### config.mk
export PLATFORM = sky130hd
export DESIGN_NAME = inta_sequencer
export DESIGN_NICKNAME = d
export VERILOG_FILES = /design/src/rtl/inta_sequencer.sv
export SDC_FILE = /design/constraint.sdc
export NUM_CORES = 1
export LEC_CHECK = 0
export CAP_MARGIN = 15
export CORE_ASPECT_RATIO = 1.2
export CORE_UTILIZATION = 50
export DETAILED_ROUTE_END_ITERATION = 12
export PLACE_DENSITY = 0.83
export SLEW_MARGIN = 20
export SYNTH_ARGS = -nofsm -noshare
export SYNTH_HDL_FRONTEND = slang
export SYNTH_SLANG_ARGS = --single-unit
### constraint.sdc
create_clock -name clock -period 3.9 [get_ports clock]
set_clock_uncertainty 0.2 [all_clocks]
set_input_delay 1.17 -clock clock [delete_from_list [all_inputs] [get_ports clock]]
set_output_delay 1.17 -clock clock [all_outputs]
set_load 0.005 [all_outputs]
### src/rtl/inta_sequencer.sv
`default_nettype none
// ============================================================================
//  Module      : inta_sequencer
//  Description : CPU-side interrupt-acknowledge initiator for an 8259A PIC.
//                Drives the 8086 two-pulse or MCS-80 three-pulse INTA#
//                sequence, samples the PIC data bus at the end of each pulse
//                and hands the assembled vector to the CPU via valid/ready.
//                Optional feature macro: INTA_OPCODE_CHECK_EN
//                (MCS-80 first-byte CALL opcode check).
//  Revision    : 1.0 - initial release
// ============================================================================
module inta_sequencer #(
  parameter int INTA_LOW_CYCLES = 2,
  parameter int INTA_GAP_CYCLES = 2
) (
  input  logic        clock,
  input  logic        reset,
  input  logic        interrupt_to_cpu,
  input  logic        interrupt_enable,
  input  logic        mode_8086,
  input  logic [7:0]  data_bus_in,
  output logic        interrupt_acknowledge_n,
  output logic        busy,
  output logic        vector_valid,
  input  logic        vector_ready,
  output logic [15:0] vector_data,
  output logic        opcode_error
);

  // Phase counter only has to count down from max(LOW, GAP)-1 to zero.
  localparam int c_MAX_CYCLES = (INTA_LOW_CYCLES > INTA_GAP_CYCLES) ?
                                INTA_LOW_CYCLES : INTA_GAP_CYCLES;
  localparam int c_CNT_W      = (c_MAX_CYCLES > 1) ? $clog2(c_MAX_CYCLES) : 1;

  localparam logic [c_CNT_W-1:0] c_LOW_LOAD = c_CNT_W'(INTA_LOW_CYCLES - 1);
  localparam logic [c_CNT_W-1:0] c_GAP_LOAD = c_CNT_W'(INTA_GAP_CYCLES - 1);
  localparam logic [c_CNT_W-1:0] c_CNT_ONE  = c_CNT_W'(1);
  localparam logic [c_CNT_W-1:0] c_CNT_ZERO = '0;
  localparam logic [7:0]         c_CALL_OP  = 8'hCD;

  typedef enum logic [2:0] {
    S_IDLE = 3'd0,
    S_LOW1 = 3'd1,
    S_GAP1 = 3'd2,
    S_LOW2 = 3'd3,
    S_GAP2 = 3'd4,
    S_LOW3 = 3'd5,
    S_HOLD = 3'd6
  } state_t;

  state_t             r_state;
  logic [c_CNT_W-1:0] r_cnt;
  logic               r_mode_8086;
  logic               r_inta_n;
  logic               r_vector_valid;
  logic [15:0]        r_vector_data;

`ifdef INTA_OPCODE_CHECK_EN
  logic [7:0]         r_opcode;
  logic               r_opcode_error;
`endif

  // Sequencer: walks the pulse/gap phases, captures bus bytes on the edge
  // that ends each low phase, and holds the vector until the CPU takes it.
  always_ff @(posedge clock or posedge reset) begin
    if (reset) begin
      r_state        <= S_IDLE;
      r_cnt          <= c_CNT_ZERO;
      r_mode_8086    <= 1'b0;
      r_inta_n       <= 1'b1;
      r_vector_valid <= 1'b0;
      r_vector_data  <= 16'h0000;
`ifdef INTA_OPCODE_CHECK_EN
      r_opcode       <= 8'h00;
      r_opcode_error <= 1'b0;
`endif
    end else begin
      case (r_state)
        S_IDLE: begin
          // Mode is frozen here so a mid-sequence change cannot alter
          // the pulse count the PIC is expecting.
          if (interrupt_to_cpu && interrupt_enable) begin
            r_state     <= S_LOW1;
            r_inta_n    <= 1'b0;
            r_cnt       <= c_LOW_LOAD;
            r_mode_8086 <= mode_8086;
          end
        end

        S_LOW1: begin
          if (r_cnt == c_CNT_ZERO) begin
            r_state  <= S_GAP1;
            r_inta_n <= 1'b1;
            r_cnt    <= c_GAP_LOAD;
`ifdef INTA_OPCODE_CHECK_EN
            r_opcode <= data_bus_in;
`endif
          end else begin
            r_cnt <= r_cnt - c_CNT_ONE;
          end
        end

        S_GAP1: begin
          if (r_cnt == c_CNT_ZERO) begin
            r_state  <= S_LOW2;
            r_inta_n <= 1'b0;
            r_cnt    <= c_LOW_LOAD;
          end else begin
            r_cnt <= r_cnt - c_CNT_ONE;
          end
        end

        S_LOW2: begin
          if (r_cnt == c_CNT_ZERO) begin
            r_inta_n <= 1'b1;
            if (r_mode_8086) begin
              // 8086: second byte is the interrupt type; sequence done.
              r_vector_data  <= {8'h00, data_bus_in};
              r_vector_valid <= 1'b1;
              r_state        <= S_HOLD;
            end else begin
              r_vector_data[7:0] <= data_bus_in;
              r_cnt              <= c_GAP_LOAD;
              r_state            <= S_GAP2;
            end
          end else begin
            r_cnt <= r_cnt - c_CNT_ONE;
          end
        end

        S_GAP2: begin
          if (r_cnt == c_CNT_ZERO) begin
            r_state  <= S_LOW3;
            r_inta_n <= 1'b0;
            r_cnt    <= c_LOW_LOAD;
          end else begin
            r_cnt <= r_cnt - c_CNT_ONE;
          end
        end

        S_LOW3: begin
          if (r_cnt == c_CNT_ZERO) begin
            r_inta_n            <= 1'b1;
            r_vector_data[15:8] <= data_bus_in;
            r_vector_valid      <= 1'b1;
            r_state             <= S_HOLD;
`ifdef INTA_OPCODE_CHECK_EN
            // Flag raised alongside valid so the CPU sees both together.
            r_opcode_error      <= (r_opcode != c_CALL_OP);
`endif
          end else begin
            r_cnt <= r_cnt - c_CNT_ONE;
          end
        end

        S_HOLD: begin
          if (vector_ready) begin
            r_vector_valid <= 1'b0;
            r_state        <= S_IDLE;
`ifdef INTA_OPCODE_CHECK_EN
            r_opcode_error <= 1'b0;
`endif
          end
        end

        default: begin
          r_state        <= S_IDLE;
          r_inta_n       <= 1'b1;
          r_vector_valid <= 1'b0;
        end
      endcase
    end
  end

  assign interrupt_acknowledge_n = r_inta_n;
  assign vector_valid            = r_vector_valid;
  assign vector_data             = r_vector_data;
  assign busy                    = (r_state != S_IDLE);

`ifdef INTA_OPCODE_CHECK_EN
  assign opcode_error = r_opcode_error;
`else
  assign opcode_error = 1'b0;
`endif

endmodule
`default_nettype wire

-- Yosys cells after proc, flatten, opt, wreduce, memory -nomap -nowiden
Index checks and enable logic that the tools add are counted.
- bits in latches: 0
- ROM bits: 0
- RAM bits: 0
- flip-flop bits (word level): 23
- output and inout port bits: 20
- memories kept: 0
- input port bits: 14
- logic and storage cells: 70
- divide/modulo/power cells: 0
- shifts and indexed selects: 0
- mux-type cells: 27
- bitwise logic cells: 3
- add/subtract/negate cells: 1
- order comparisons: 0
- reduce and logical (&&, ||, !) cells: 16
- multipliers: 0
- equal/unequal tests: 16
- operator list (kind ; number):
    $mux W3 ; 7
    $pmux W3 S7 ; 1
    $ne A2 B2 Y1 const B ; 10
    $mux W16 ; 1
    $mux W8 ; 2
    $pmux W8 S2 ; 1
    $pmux W1 S4 ; 3
    $mux W1 ; 11
    $eq A3 B3 Y1 const B ; 3
    $reduce_and A4 Y1 ; 2
    $reduce_and A7 Y1 ; 1
    $eq A3 B2 Y1 const B ; 2
    $reduce_and A2 Y1 ; 3
    $reduce_or A3 Y1 ; 2
    $reduce_and A5 Y1 ; 1
    $reduce_bool A4 Y1 ; 1
    $reduce_or A4 Y1 ; 1
    $eq A3 B1 Y1 const B ; 1
    $logic_not A3 Y1 ; 1
    $not A1 Y1 ; 3
    $reduce_bool A3 Y1 ; 1
    $mux W2 ; 1
    $reduce_bool A2 Y1 ; 1
    $reduce_or A2 Y1 ; 1
    2 further kinds ; 2

-- Logic depth before layout (Yosys ltp)
- depth in word-level cells: 4
- gate-level depth with buffers: 5
- depth with buffers taken out: 3

-- Worst setup path before layout
Ideal clock, no wire load.
- kind: register -> output
- start point: register r_state[1]
- end point: output busy
- data arrival time: 0.843 ns
- path buffers: 1
- stages on the path, launching flop included: 3
- required time: 2.530 ns
- path slack: 1.687 ns
- cell sequence: dfrtp_1 -> buf_6 -> or3_4
- word-level cells in the longest chain between the ends: 1
- RTL lines (item ; RTL line ; RTL):
    from (decl) ; 51 ; state_t r_state;
    from (signal assigned) ; 67 ; r_state <= S_IDLE;
    from (signal assigned) ; 83 ; r_state <= S_LOW1;
    from (signal assigned) ; 92 ; r_state <= S_GAP1;
    $reduce_bool A3 Y1 ; 178 ; assign busy = (r_state != S_IDLE);
    to (decl) ; 23 ; output logic busy,
No other way between the ends.

-- Worst setup path in the final report
- start point: register r_state[0]
- end point: output busy
Same word-level chain as after synthesis.

==> flow_results.org <==
** Outcome
- Status :: completed

** Placement
- Worst setup slack after placement :: between 1 and 1.5 ns
- Number of cells after detailed placement :: ~160
- Final estimated routing congestion in global placement :: between 0.7 and 0.8
- # port buffers :: 32
- The HPWL after detailed placement is between 1500 and 2000 microns.

** STA
- The number of hold violations in the final report is 0.
- For the finished layout, the period the worst path requires is approximately 3.2 ns.
- Number of setup violations in the final report :: 0
- Maximum achievable frequency :: roughly 0.32 GHz
- The max-slew violation count was 0.
- After routing, the total negative slack on setup checks comes to 0 ns.
- Of the available clock period, the critical path in the final layout requires 81.0%.
- The worst pin sits at a relative slew slack of a little over two fifths.
- Minimum setup slack in the final design :: 0.741 ns
- RSZ-0062 raised after global routing :: no
- For the pin with the worst max-slew slack, the measured transition is 0.852 ns.

** Synth
- After synthesis, flip-flops and latches occupy between 40% and 50% of the total area.
- Of all flip-flops after synthesis, the portion carrying an async set or reset was 100%.
- Portion of synthesized cell area occupied by the leading cell type :: between 40 and 50%
- Post-Synthesis Net Count :: between 100 and 150
- By area the synthesized netlist is led by sky130_fd_sc_hd__dfrtp_1 47%, sky130_fd_sc_hd__mux2_4 10%, sky130_fd_sc_hd__a21oi_1 3.4%.
- Predominant post-synthesis flop cell :: sky130_fd_sc_hd__dfrtp_1
- Number of synthesized register bits :: 23
- Counting flops with a built-in enable in the synthesized netlist gives 0.
- Leading area contributor after synthesis :: sky130_fd_sc_hd__dfrtp_1
- After synthesis, the netlist uses 35 different library cells.
- After synthesis the cells add up to 1180 sq um.
- Number of synthesis warnings :: 0
- A synthesized cell averages about 11 sq um.
- In the synthesized netlist, the number of instances is around 110.

** Power
- Internal power contribution :: 0.754 mW
- Combinational cells account for around 50% of the total power.
- Net switching is a little over a third of the power.
- Per report_power, the clock group accounts for approximately a tenth of the total.
- Leakage :: just over 0.6 nW
- VDD sags by at most roughly 0.56 mV.
- In this run, flip-flops and latches consume 40.3% of the power.
- In this run the power density over the cells is about 780 nW/um^2.
- For this design the total switching power over the nets is 0.407 mW.

** Routing
- Routed length per placed instance :: between 10 and 15 microns
- Using the TritonRoute via totals, the vias-per-cell ratio works out to around 5.7.
- In the routed design, unresolved DRC markers number 0.
- Via count of the routed design :: between 900 and 1000
- Once detail routing completed, the nets flagged for antenna violations numbered 0.
- The first routing iteration left 24 violations.
- The first detailed-routing pass took 4 iterations.
- Aggregate routed wire length :: roughly 2400 microns

** Critical path
- The worst setup path is launched from a flop.
- Critical path required time :: between 2 and 3 ns
- The worst setup path is of the reg -> out kind.
- Data arrives at the worst endpoint at about 1.8 ns.
- Crit path capture type :: primary output
- Critical path fanouts, max :: 16

** Clock network
- Clock-pin slew on the worst setup and hold paths :: 0.11 ns
- CTS tree :: yes
- The clock passes through at most 2 buffers.
- CTS built an H-tree with a depth of 1.
- Clock latency of the later-clocked register in the worst-skew pair :: 0.31 ns
- Total clock buffers created by CTS :: 3
- Buffers added to address setup during post-CTS repair amount to 0.
- In this run, post-CTS hold repair placed 0 buffers.
- CTS sink cnt :: 23
- Clock tree root driver cell :: sky130_fd_sc_hd__clkbuf_4
- Gates resized, CTS repair :: 0

** Hold path
- Worst hold-check path type :: reg -> reg

** GRT
- GRT Resource Usage Total :: between 20% and 30%
- Pin count of the biggest net entering global routing :: 27
- The first global-routing pass estimated between 4000 and 5000 microns of wire.
- Global routing finished with a remaining overflow of 0.
- Initial antenna violation count :: 0
- Number of global-route vias before repair :: slightly above 900

** Layout
- ANT cells :: 0
- The finished layout holds between 150 and 200 standard cells, fillers aside.
- Of the cells placed in the final design, the portion with a size suffix greater than 1 is between 10% and 20%.
- Final nets :: about 150
- Area growth syn-to-layout :: 26.7%

** Floorplan
- During I/O placement, the number of pins put on the boundary was 34.
- From left edge to right edge, the die measures about 46 microns.
- Die boundary height :: between 50 and 60 microns
- DIE AREA :: roughly 2600 sq um
- Starting utilization of the core area :: a little under three fifths
- The floorplan has 18 rows.
- In this run the standard cell core region covers between 2000 and 2500 sq um.

** Flow run
- Number of violations of the max-capacitance limit :: 0
## power groups by stage
stage,Combinational (mW),Sequential [mW],Clock (mW)
CTS,0.587,0.467,0.114
floorplan,0.406,0.429,0
detailed placement,0.580,0.471,0
global placement,0.564,0.461,0
finish,0.583,0.468,0.110
global route,0.637,0.487,0.124
## kinds of logic after synthesis
family,synth area share (%)
buf+inv,7.10
flops,48.8
compound gates,17.4
mux,12.8
other cells,0.317
simple gates,13.6
## cell type report
type                       count  area, sq um
fill                         159          643
sequential                    23          577
multi-input combinational     70          520
timing repair buffer          33          328
tap                           30         37.5
clock buffer                   4         26.3
inverter                       2         7.51
## path summary, 6_finish.rpt
kind	startpoint	end	slack [ns]	cells after the start
worst max-delay path	r_state[0]$_DFFE_PP0P_	busy	0.74	2
worst min-delay path	vector_valid$_DFFE_PP0P_	vector_valid$_DFFE_PP0P_	0.31	1
worst max register to register	r_state[2]$_DFFE_PP0P_	vector_data[9]$_DFFE_PP0P_	2.08	3
worst min register to register	vector_valid$_DFFE_PP0P_	vector_valid$_DFFE_PP0P_	0.31	1
max in group asynchronous	reset	r_state[0]$_DFFE_PP0P_	1.85	2
min in group asynchronous	reset	r_state[1]$_DFFE_PP0P_	1.12	2
## worst max-delay path, stage by stage, from the launching register on
cell                              delay [ns]
sky130_fd_sc_hd__dfrtp_1                0.57
sky130_fd_sc_hd__or3_4                  0.46
sky130_fd_sc_hd__clkdlybuf4s50_1        0.45
## placed cells by master, fill, tap and decap left out, types with 3 or more instances in the layout
master                            count
sky130_fd_sc_hd__o22ai_1              6
sky130_fd_sc_hd__dfrtp_1             22
sky130_fd_sc_hd__a311oi_1             3
sky130_fd_sc_hd__nor2b_1              3
sky130_fd_sc_hd__nor2_1               3
sky130_fd_sc_hd__clkdlybuf4s50_1     32
sky130_fd_sc_hd__a21oi_1              8
sky130_fd_sc_hd__mux2_4               8
sky130_fd_sc_hd__o21ai_0              4
sky130_fd_sc_hd__clkbuf_4             3
sky130_fd_sc_hd__nand2_1              9
## cells in the mapped netlist (2+ instances only)
master,instances
sky130_fd_sc_hd__mux2i_1,2
sky130_fd_sc_hd__nand3_1,2
sky130_fd_sc_hd__a311oi_1,3
sky130_fd_sc_hd__dfrtp_1,22
sky130_fd_sc_hd__mux2_4,8
sky130_fd_sc_hd__a21oi_1,8
sky130_fd_sc_hd__nor2_2,2
sky130_fd_sc_hd__o22a_1,2
sky130_fd_sc_hd__nor2b_1,3
sky130_fd_sc_hd__and3b_1,2
sky130_fd_sc_hd__clkbuf_1,2
sky130_fd_sc_hd__o22ai_1,6
sky130_fd_sc_hd__o21ai_1,2
sky130_fd_sc_hd__inv_1,2
sky130_fd_sc_hd__buf_2,4
sky130_fd_sc_hd__nand2_1,9
sky130_fd_sc_hd__buf_6,3
sky130_fd_sc_hd__buf_4,2
sky130_fd_sc_hd__nor2_1,3
sky130_fd_sc_hd__o21ai_0,4
## layer usage
layer	track usage, %	part of all wire [%]
met4	9.24	2.6
met2	34.7	49
met1	29.2	43
met5	0	0
met3	2.94	5.7
## sequential cells by signal (all words and copies together) (netlist names)
| signal | flops |
|---|---|
| vector_valid | 1 |
| r_cnt | 1 |
| vector_data | 16 |
| r_state | 3 |
| interrupt_acknowledge_n | 1 |
| r_mode_8086 | 1 |
## through the flow
step / hold WS (ns) / instance area, sq um / util [%] / power [mW]
floorplan: 0.284 / 1180 / - / 0.835
global placement: 0.290 / 1470 / 68.7 / 1.02
detailed placement: 0.281 / 1470 / 68.7 / 1.05
CTS: 0.314 / 1500 / 69.9 / 1.17
global route: 0.342 / 1500 / 69.9 / 1.25
finish: 0.307 / 1500 / 69.9 / 1.16
Note: power is estimated with default switching activity, not from simulation.
